==> src/rtl/boa_cache_pkg.sv <==
// rtl/boa_cache_pkg.sv - shared types and geometry helpers for boa_cache
package boa_cache_pkg;

   // Line-transfer engine states
   typedef enum logic [2:0] {
      XF_IDLE,
      XF_WB_RD,
      XF_WB_WR,
      XF_FILL,
      XF_DONE
   } boa_xfer_state_t;

   // Width of the word-in-line index for a given line size in words
   function automatic int boa_lswidth(input int line_size);
      return $clog2(line_size);
   endfunction

   // Byte-address bit where the line address starts (word index + byte-in-word)
   function automatic int boa_agrain(input int line_size);
      return boa_lswidth(line_size) + 2;
   endfunction

endpackage

==> src/rtl/boa_mem_bus.sv <==
// rtl/boa_mem_bus.sv - external memory bus used by boa_cache
interface boa_mem_bus #(
   parameter int alen = 24
);
   logic            re;
   logic [3:0]      we;
   logic [alen-1:2] addr;
   logic [31:0]     wdata;
   logic [31:0]     rdata;
   logic            ready;

   modport CPU (output re, we, addr, wdata, input rdata, ready);
   modport MEM (input re, we, addr, wdata, output rdata, ready);
endinterface

==> src/rtl/boa_cache_line_xfer.sv <==
// rtl/boa_cache_line_xfer.sv - write-back / refill line transfer engine for boa_cache
module boa_cache_line_xfer
   import boa_cache_pkg::*;
#(
   parameter int alen      = 24,
   parameter int line_size = 16
) (
   input  logic                                        clk,
   input  logic                                        rst,
   input  logic                                        cmd_valid,
   output logic                                        cmd_ready,
   input  logic                                        cmd_wb,
   input  logic [alen-boa_agrain(line_size)-1:0]       cmd_wb_addr,
   input  logic                                        cmd_fill,
   input  logic [alen-boa_agrain(line_size)-1:0]       cmd_fill_addr,
   output logic                                        done,
   output logic [boa_lswidth(line_size)-1:0]           ram_raddr,
   input  logic [31:0]                                 ram_rdata,
   output logic                                        ram_we,
   output logic [boa_lswidth(line_size)-1:0]           ram_waddr,
   output logic [31:0]                                 ram_wdata,
   boa_mem_bus.CPU                                     xm_bus
);

   localparam int lswidth = boa_lswidth(line_size);
   localparam int agrain  = boa_agrain(line_size);
   localparam logic [lswidth-1:0] last_idx = lswidth'(line_size - 1);

   boa_xfer_state_t           state;
   logic [lswidth-1:0]        idx;
   logic                      fill_q;
   logic [alen-agrain-1:0]    wb_addr_q;
   logic [alen-agrain-1:0]    fill_addr_q;
   logic                      at_last;

   assign at_last = (idx == last_idx);

   // Sequencer: command latch, per-word stepping and word index counter
   always_ff @(posedge clk or negedge rst) begin
      if (!rst) begin
         state       <= XF_IDLE;
         idx         <= '0;
         fill_q      <= 1'b0;
         wb_addr_q   <= '0;
         fill_addr_q <= '0;
      end else begin
         case (state)
            XF_IDLE: begin
               if (cmd_valid) begin
                  fill_q      <= cmd_fill;
                  wb_addr_q   <= cmd_wb_addr;
                  fill_addr_q <= cmd_fill_addr;
                  idx         <= '0;
                  if (cmd_wb)
                     state <= XF_WB_RD;
                  else if (cmd_fill)
                     state <= XF_FILL;
                  else
                     state <= XF_DONE;
               end
            end
            XF_WB_RD: begin
               // RAM read of word idx is in flight; its data is valid next cycle
               state <= XF_WB_WR;
            end
            XF_WB_WR: begin
               if (xm_bus.ready) begin
                  if (at_last) begin
                     idx   <= '0;
                     state <= fill_q ? XF_FILL : XF_DONE;
                  end else begin
                     idx   <= idx + lswidth'(1);
                     state <= XF_WB_RD;
                  end
               end
            end
            XF_FILL: begin
               if (xm_bus.ready) begin
                  if (at_last) begin
                     idx   <= '0;
                     state <= XF_DONE;
                  end else begin
                     idx   <= idx + lswidth'(1);
                  end
               end
            end
            XF_DONE: begin
               state <= XF_IDLE;
            end
            default: begin
               state <= XF_IDLE;
            end
         endcase
      end
   end

   // Handshake and status outputs follow the state directly so reset clears them at once
   assign cmd_ready = (state == XF_IDLE);
   assign done      = (state == XF_DONE);

   // RAM read index stays on idx through WB_WR so the bus write data holds during wait states
   assign ram_raddr = idx;

   // Refill words go straight from the bus into the RAM on the accepting edge
   assign ram_we    = (state == XF_FILL) && xm_bus.ready;
   assign ram_waddr = idx;
   assign ram_wdata = xm_bus.rdata;

   // Bus request: write during WB_WR, read during FILL, never both
   assign xm_bus.re    = (state == XF_FILL);
   assign xm_bus.we    = (state == XF_WB_WR) ? 4'hF : 4'h0;
   assign xm_bus.wdata = ram_rdata;

   // Word address is the latched line address with idx as the low bits, so it never leaves the line
   always_comb begin
      xm_bus.addr = '0;
      if (state == XF_WB_WR)
         xm_bus.addr = {wb_addr_q, idx};
      else if (state == XF_FILL)
         xm_bus.addr = {fill_addr_q, idx};
   end

endmodule
==> src/flat_wrapper.sv <==
// flat-port wrapper written by rule: the top's interface ports become plain ports
module boa_cache_line_xfer_flat import boa_cache_pkg::*;
#(
   parameter int alen      = 24,
   parameter int line_size = 16
)
  (clk, rst, cmd_valid, cmd_ready, cmd_wb, cmd_wb_addr, cmd_fill, cmd_fill_addr, done, ram_raddr, ram_rdata, ram_we, ram_waddr, ram_wdata, xm_bus_re, xm_bus_we, xm_bus_addr, xm_bus_wdata, xm_bus_rdata, xm_bus_ready);
  boa_mem_bus #(.alen(alen)) xm_bus_i ();
  input  logic clk;
  input  logic rst;
  input  logic cmd_valid;
  output logic cmd_ready;
  input  logic cmd_wb;
  input  logic [alen-boa_agrain(line_size)-1:0] cmd_wb_addr;
  input  logic cmd_fill;
  input  logic [alen-boa_agrain(line_size)-1:0] cmd_fill_addr;
  output logic done;
  output logic [boa_lswidth(line_size)-1:0] ram_raddr;
  input  logic [31:0] ram_rdata;
  output logic ram_we;
  output logic [boa_lswidth(line_size)-1:0] ram_waddr;
  output logic [31:0] ram_wdata;
  output wire logic [$bits(xm_bus_i.re)-1:0] xm_bus_re;
  output wire logic [$bits(xm_bus_i.we)-1:0] xm_bus_we;
  output wire logic [$bits(xm_bus_i.addr)-1:0] xm_bus_addr;
  output wire logic [$bits(xm_bus_i.wdata)-1:0] xm_bus_wdata;
  input wire logic [$bits(xm_bus_i.rdata)-1:0] xm_bus_rdata;
  input wire logic [$bits(xm_bus_i.ready)-1:0] xm_bus_ready;
  assign xm_bus_re = xm_bus_i.re;
  assign xm_bus_we = xm_bus_i.we;
  assign xm_bus_addr = xm_bus_i.addr;
  assign xm_bus_wdata = xm_bus_i.wdata;
  assign xm_bus_i.rdata = xm_bus_rdata;
  assign xm_bus_i.ready = xm_bus_ready;
  boa_cache_line_xfer #(.alen(alen), .line_size(line_size)) u_core (.clk(clk), .rst(rst), .cmd_valid(cmd_valid), .cmd_ready(cmd_ready), .cmd_wb(cmd_wb), .cmd_wb_addr(cmd_wb_addr), .cmd_fill(cmd_fill), .cmd_fill_addr(cmd_fill_addr), .done(done), .ram_raddr(ram_raddr), .ram_rdata(ram_rdata), .ram_we(ram_we), .ram_waddr(ram_waddr), .ram_wdata(ram_wdata), .xm_bus(xm_bus_i));
endmodule
==> config.mk <==
export PLATFORM = sky130hd
export DESIGN_NAME = boa_cache_line_xfer_flat
export DESIGN_NICKNAME = d
export VERILOG_FILES = /design/src/rtl/boa_cache_pkg.sv /design/src/rtl/boa_mem_bus.sv /design/src/rtl/boa_cache_line_xfer.sv /design/src/flat_wrapper.sv
export SDC_FILE = /design/constraint.sdc
export NUM_CORES = 1
export LEC_CHECK = 0
export CORE_MARGIN = 1
export CORE_UTILIZATION = 31
export CTS_CLUSTER_SIZE = 24
export DETAILED_ROUTE_END_ITERATION = 8
export HOLD_SLACK_MARGIN = 0.08
export PLACE_DENSITY = 0.77
export RECOVER_POWER = 25
export SLEW_MARGIN = 10
export SYNTH_ARGS = -nofsm -noshare
export SYNTH_HDL_FRONTEND = slang
export SYNTH_SLANG_ARGS = --single-unit
export TNS_END_PERCENT = 30
==> constraint.sdc <==
create_clock -name clk -period 1.4 [get_ports clk]
set_input_delay 0.14 -clock clk [delete_from_list [all_inputs] [get_ports clk]]
set_output_delay 0.14 -clock clk [all_outputs]
set_load 0.02 [all_outputs]
==> results of run 1 <==
kinds of logic after synthesis:
logic type      count (synthesis)  share of synthesized area
buf+inv                        86                     0.2319
mux                            55                     0.2185
simple gates                   48                    0.09274
flops                          44                     0.4040
compound gates                 14                    0.04500
xor+xnor                        1                   0.003215
fa+ha+maj                       1                   0.004591
flip-flops by register name, indices dropped and copies added (netlist names):
| register | count |
|---|---|
| u_core.fill_addr_q | 18 |
| u_core.fill_q | 1 |
| u_core.ram_raddr | 4 |
| u_core.state | 3 |
| u_core.wb_addr_q | 18 |
cell type report:
cell class | instances | area, µm² | area share
timing repair buffer | 120 | 1182 | 0.3159
multi-input combinational | 119 | 1155 | 0.3086
sequential | 44 | 1104 | 0.2949
tap | 105 | 131.4 | 0.03511
clock inverter | 3 | 90.09 | 0.02407
clock buffer | 5 | 68.82 | 0.01839
inverter | 3 | 11.26 | 0.003009
worst max-delay path: cells and delay by family, from the launching register on:
| family | cells | cell delay [ns] |
|---|---|---|
| buf+inv | 3 | 0.51 |
| simple gates | 1 | 0.33 |
| mux | 1 | 0.30 |
| flops | 1 | 0.43 |
cell usage in the layout (no fill, tap or decap), types with 5 or more instances in the layout:
cell and instances:
buf_12 5, buf_4 49, buf_6 5, clkbuf_8 5
clkdlybuf4s50_1 40, dfrtp_1 42, dlygate4sd2_1 8, mux2_4 33
mux2i_1 19, nor2_1 21
power breakdown:
group	switching (mW)	internal [mW]	total, mW	leakage, nW
registers	0.429	1.92	2.35	0.523
clock network	0.462	0.893	1.35	0.0784
logic	2.49	3.05	5.54	1.15
repair_timing:
item | 4_1_cts | 5_1_grt
gates resized for setup | 157 | 46
endpoints found under the setup margin | 80 | 78
hold buffers | 1 | 0
hold endpoints to repair | 17 | 0
gates cloned | 1 | 3
pin swaps | 1 | 7
setup buffers | 3 | 4
per-stage QoR:
| step | std cells | power (mW) |
|---|---|---|
| floorplan | 249 | 5.433 |
| global placement | 379 | 7.113 |
| detailed placement | 379 | 7.240 |
| CTS | 392 | 8.533 |
| global route | 399 | 9.751 |
| finish | 399 | 9.247 |
final timing paths:
| check | depth (start not counted) | slack, ns | endpoint | start |
|---|---|---|---|---|
| worst max-delay path | 5 | -0.28 | u_core.fill_addr_q[11] | u_core.state[1] |
| worst min-delay path | 0 | 0.28 | ram_wdata[11] | xm_bus_rdata[11] |
| worst max register to register | 5 | -0.28 | u_core.fill_addr_q[11] | u_core.state[1] |
| worst min register to register | 1 | 0.52 | u_core.wb_addr_q[16] | u_core.wb_addr_q[16] |
| max in group asynchronous | 3 | 0.58 | u_core.state[0] | rst |
| min in group asynchronous | 2 | 0.30 | u_core.fill_addr_q[3] | rst |
routing by layer:
metal  wire length [µm]  track usage
met1               2730       0.1663
met2               4173       0.2935
met3                984      0.08057
met4                104      0.03980
met5                  0            0
==> results.py, run 1 <==
metrics = {
    "finish": {
        "nNetsFinal": 400,
        "n_fill_cell": 765,
        "final_area_um2": 3742,
        "area_delta_synth_final_pct": 37.33,
        "fin_util": 0.4465,
        "layout-drive-gt1-share": 0.4354,
        "antenna_cells": 0,
    },
    "timing": {
        "worst_slew_pin_slew_ns": 0.4433,
        "finalSetupTns_ns": -13.74,
        "layout_setup_ws_ns": -0.2764,
        "setup_viol": 73,
        "min_period_over_period": 1.197,
        "hold_viol": 0,
        "slew_violations": 0,
        "holdWs_ns": 0.2800,
        "max_freq_ghz": 0.5965,
        "rsz0062_at_grt": "yes",
        "period_needed_ns": 1.676,
        "skew_ns": 0.005944,
        "relSlewSlack": 0.6968,
    },
    "worst_setup_path": {
        "critPathCaptureType": "flip-flop",
        "slowest_delay_ns": 0.43,
        "critical_path.startpoint_type": "flip-flop",
        "crit_fanout": 7,
        "critPathKind": "reg2reg",
        "cp.required_ns": 1.59,
        "path_cells": "buf_6, nor4b_4, buf_6, clkbuf_16, mux2_4",
        "cp_slowest_cell": "dfrtp_1",
        "worstPathArrival_ns": 1.86,
        "critPathMostFrequentCell": "buf_6",
    },
    "floorplanning": {
        "die_height_um": 95.76,
        "fp.dieW_um": 95.76,
        "die-area_um2": 9170,
        "ioPinCount": 208,
        "start_util": 0.3251,
        "num_rows": 33,
        "core_area_um2": 8382,
    },
    "logic_synthesis": {
        "synth_edf_count": 0,
        "synth_top_cell_area_share": 0.4040,
        "ys_seq_area_frac": 0.4040,
        "syn_avg_cell_area_um2": 10.94,
        "synth_area_leaders": "dfrtp_1, buf_4, mux2_2",
        "yosysUniqueCellTypes": 36,
        "netlist_area_um2": 2725,
        "synth_warnings": 0,
        "synthFlopType": "dfrtp_1",
        "syn_inst": 249,
        "syn-num-nets": 356,
        "synth_seq_cells": 44,
        "yosys.cell_count.top_type": "buf_4",
        "yosysTopAreaCell": "dfrtp_1",
        "synth_common_cells": "buf_4, dfrtp_1, mux2_2, nor2_1, mux2i_1",
        "ys_async_sr_fraction": 1.000,
    },
    "routing": {
        "drt-total-wl_mm": 7.993,
        "drtPass1Iterations": 4,
        "wire_per_inst_um": 20.03,
        "drt_iter0_drc": 44,
        "ant_nets": 0,
        "avgViaCountPerCell": 4.817,
        "vias": 1922,
        "drc": 0,
    },
    "worst_hold_path": {
        "hold_path_class": "in2out",
    },
    "clocking": {
        "clockBufferDepth": 2,
        "clk_latency_ns": 0.30,
        "path_clk_slew_ns": 0.09,
        "cts_tree": "built",
        "cts_root_buf": "clkbuf_8",
        "cts_sinks": 44,
        "htreeDepth": 2,
        "cts_made_buffers": 5,
    },
    "run": {
        "drv_cap": 0,
    },
    "grt": {
        "grt_pass1_vias": 1929,
        "grt_pass1_wl_mm": 10.87,
        "grt_use_total": 0.1621,
        "overflow": 0,
        "grt_max_degree": 28,
        "antenna_found_initial": 0,
    },
    "place": {
        "dpl.hpwl_mm": 5.872,
        "gp_congestion": 0.7915,
        "io_buffers": 79,
        "dpl_worst_slack_ns": -0.2736,
        "post_dp_cell_area_um2": 3297,
    },
    "outcome": {
        "status": "finished, violations left",
        "violations": "setup timing",
    },
    "power": {
        "irDropWorstVdd_mv": 1.172,
        "p_leak_nw": 1.752,
        "power_density_nw_per_um2": 2471,
    },
}
Note: power is estimated with default switching activity, not from simulation.
==> run 2: changes to the inputs <==
--- a/config.mk
+++ b/config.mk
@@ -9,6 +9,7 @@
 export CORE_UTILIZATION = 31
 export CTS_CLUSTER_SIZE = 24
 export DETAILED_ROUTE_END_ITERATION = 8
+export GPL_ROUTABILITY_DRIVEN = 0
 export HOLD_SLACK_MARGIN = 0.08
 export PLACE_DENSITY = 0.77
 export RECOVER_POWER = 25
==> results of run 2 <==
Same layout as run 1: the final DEF is identical, and so are final timing and power.
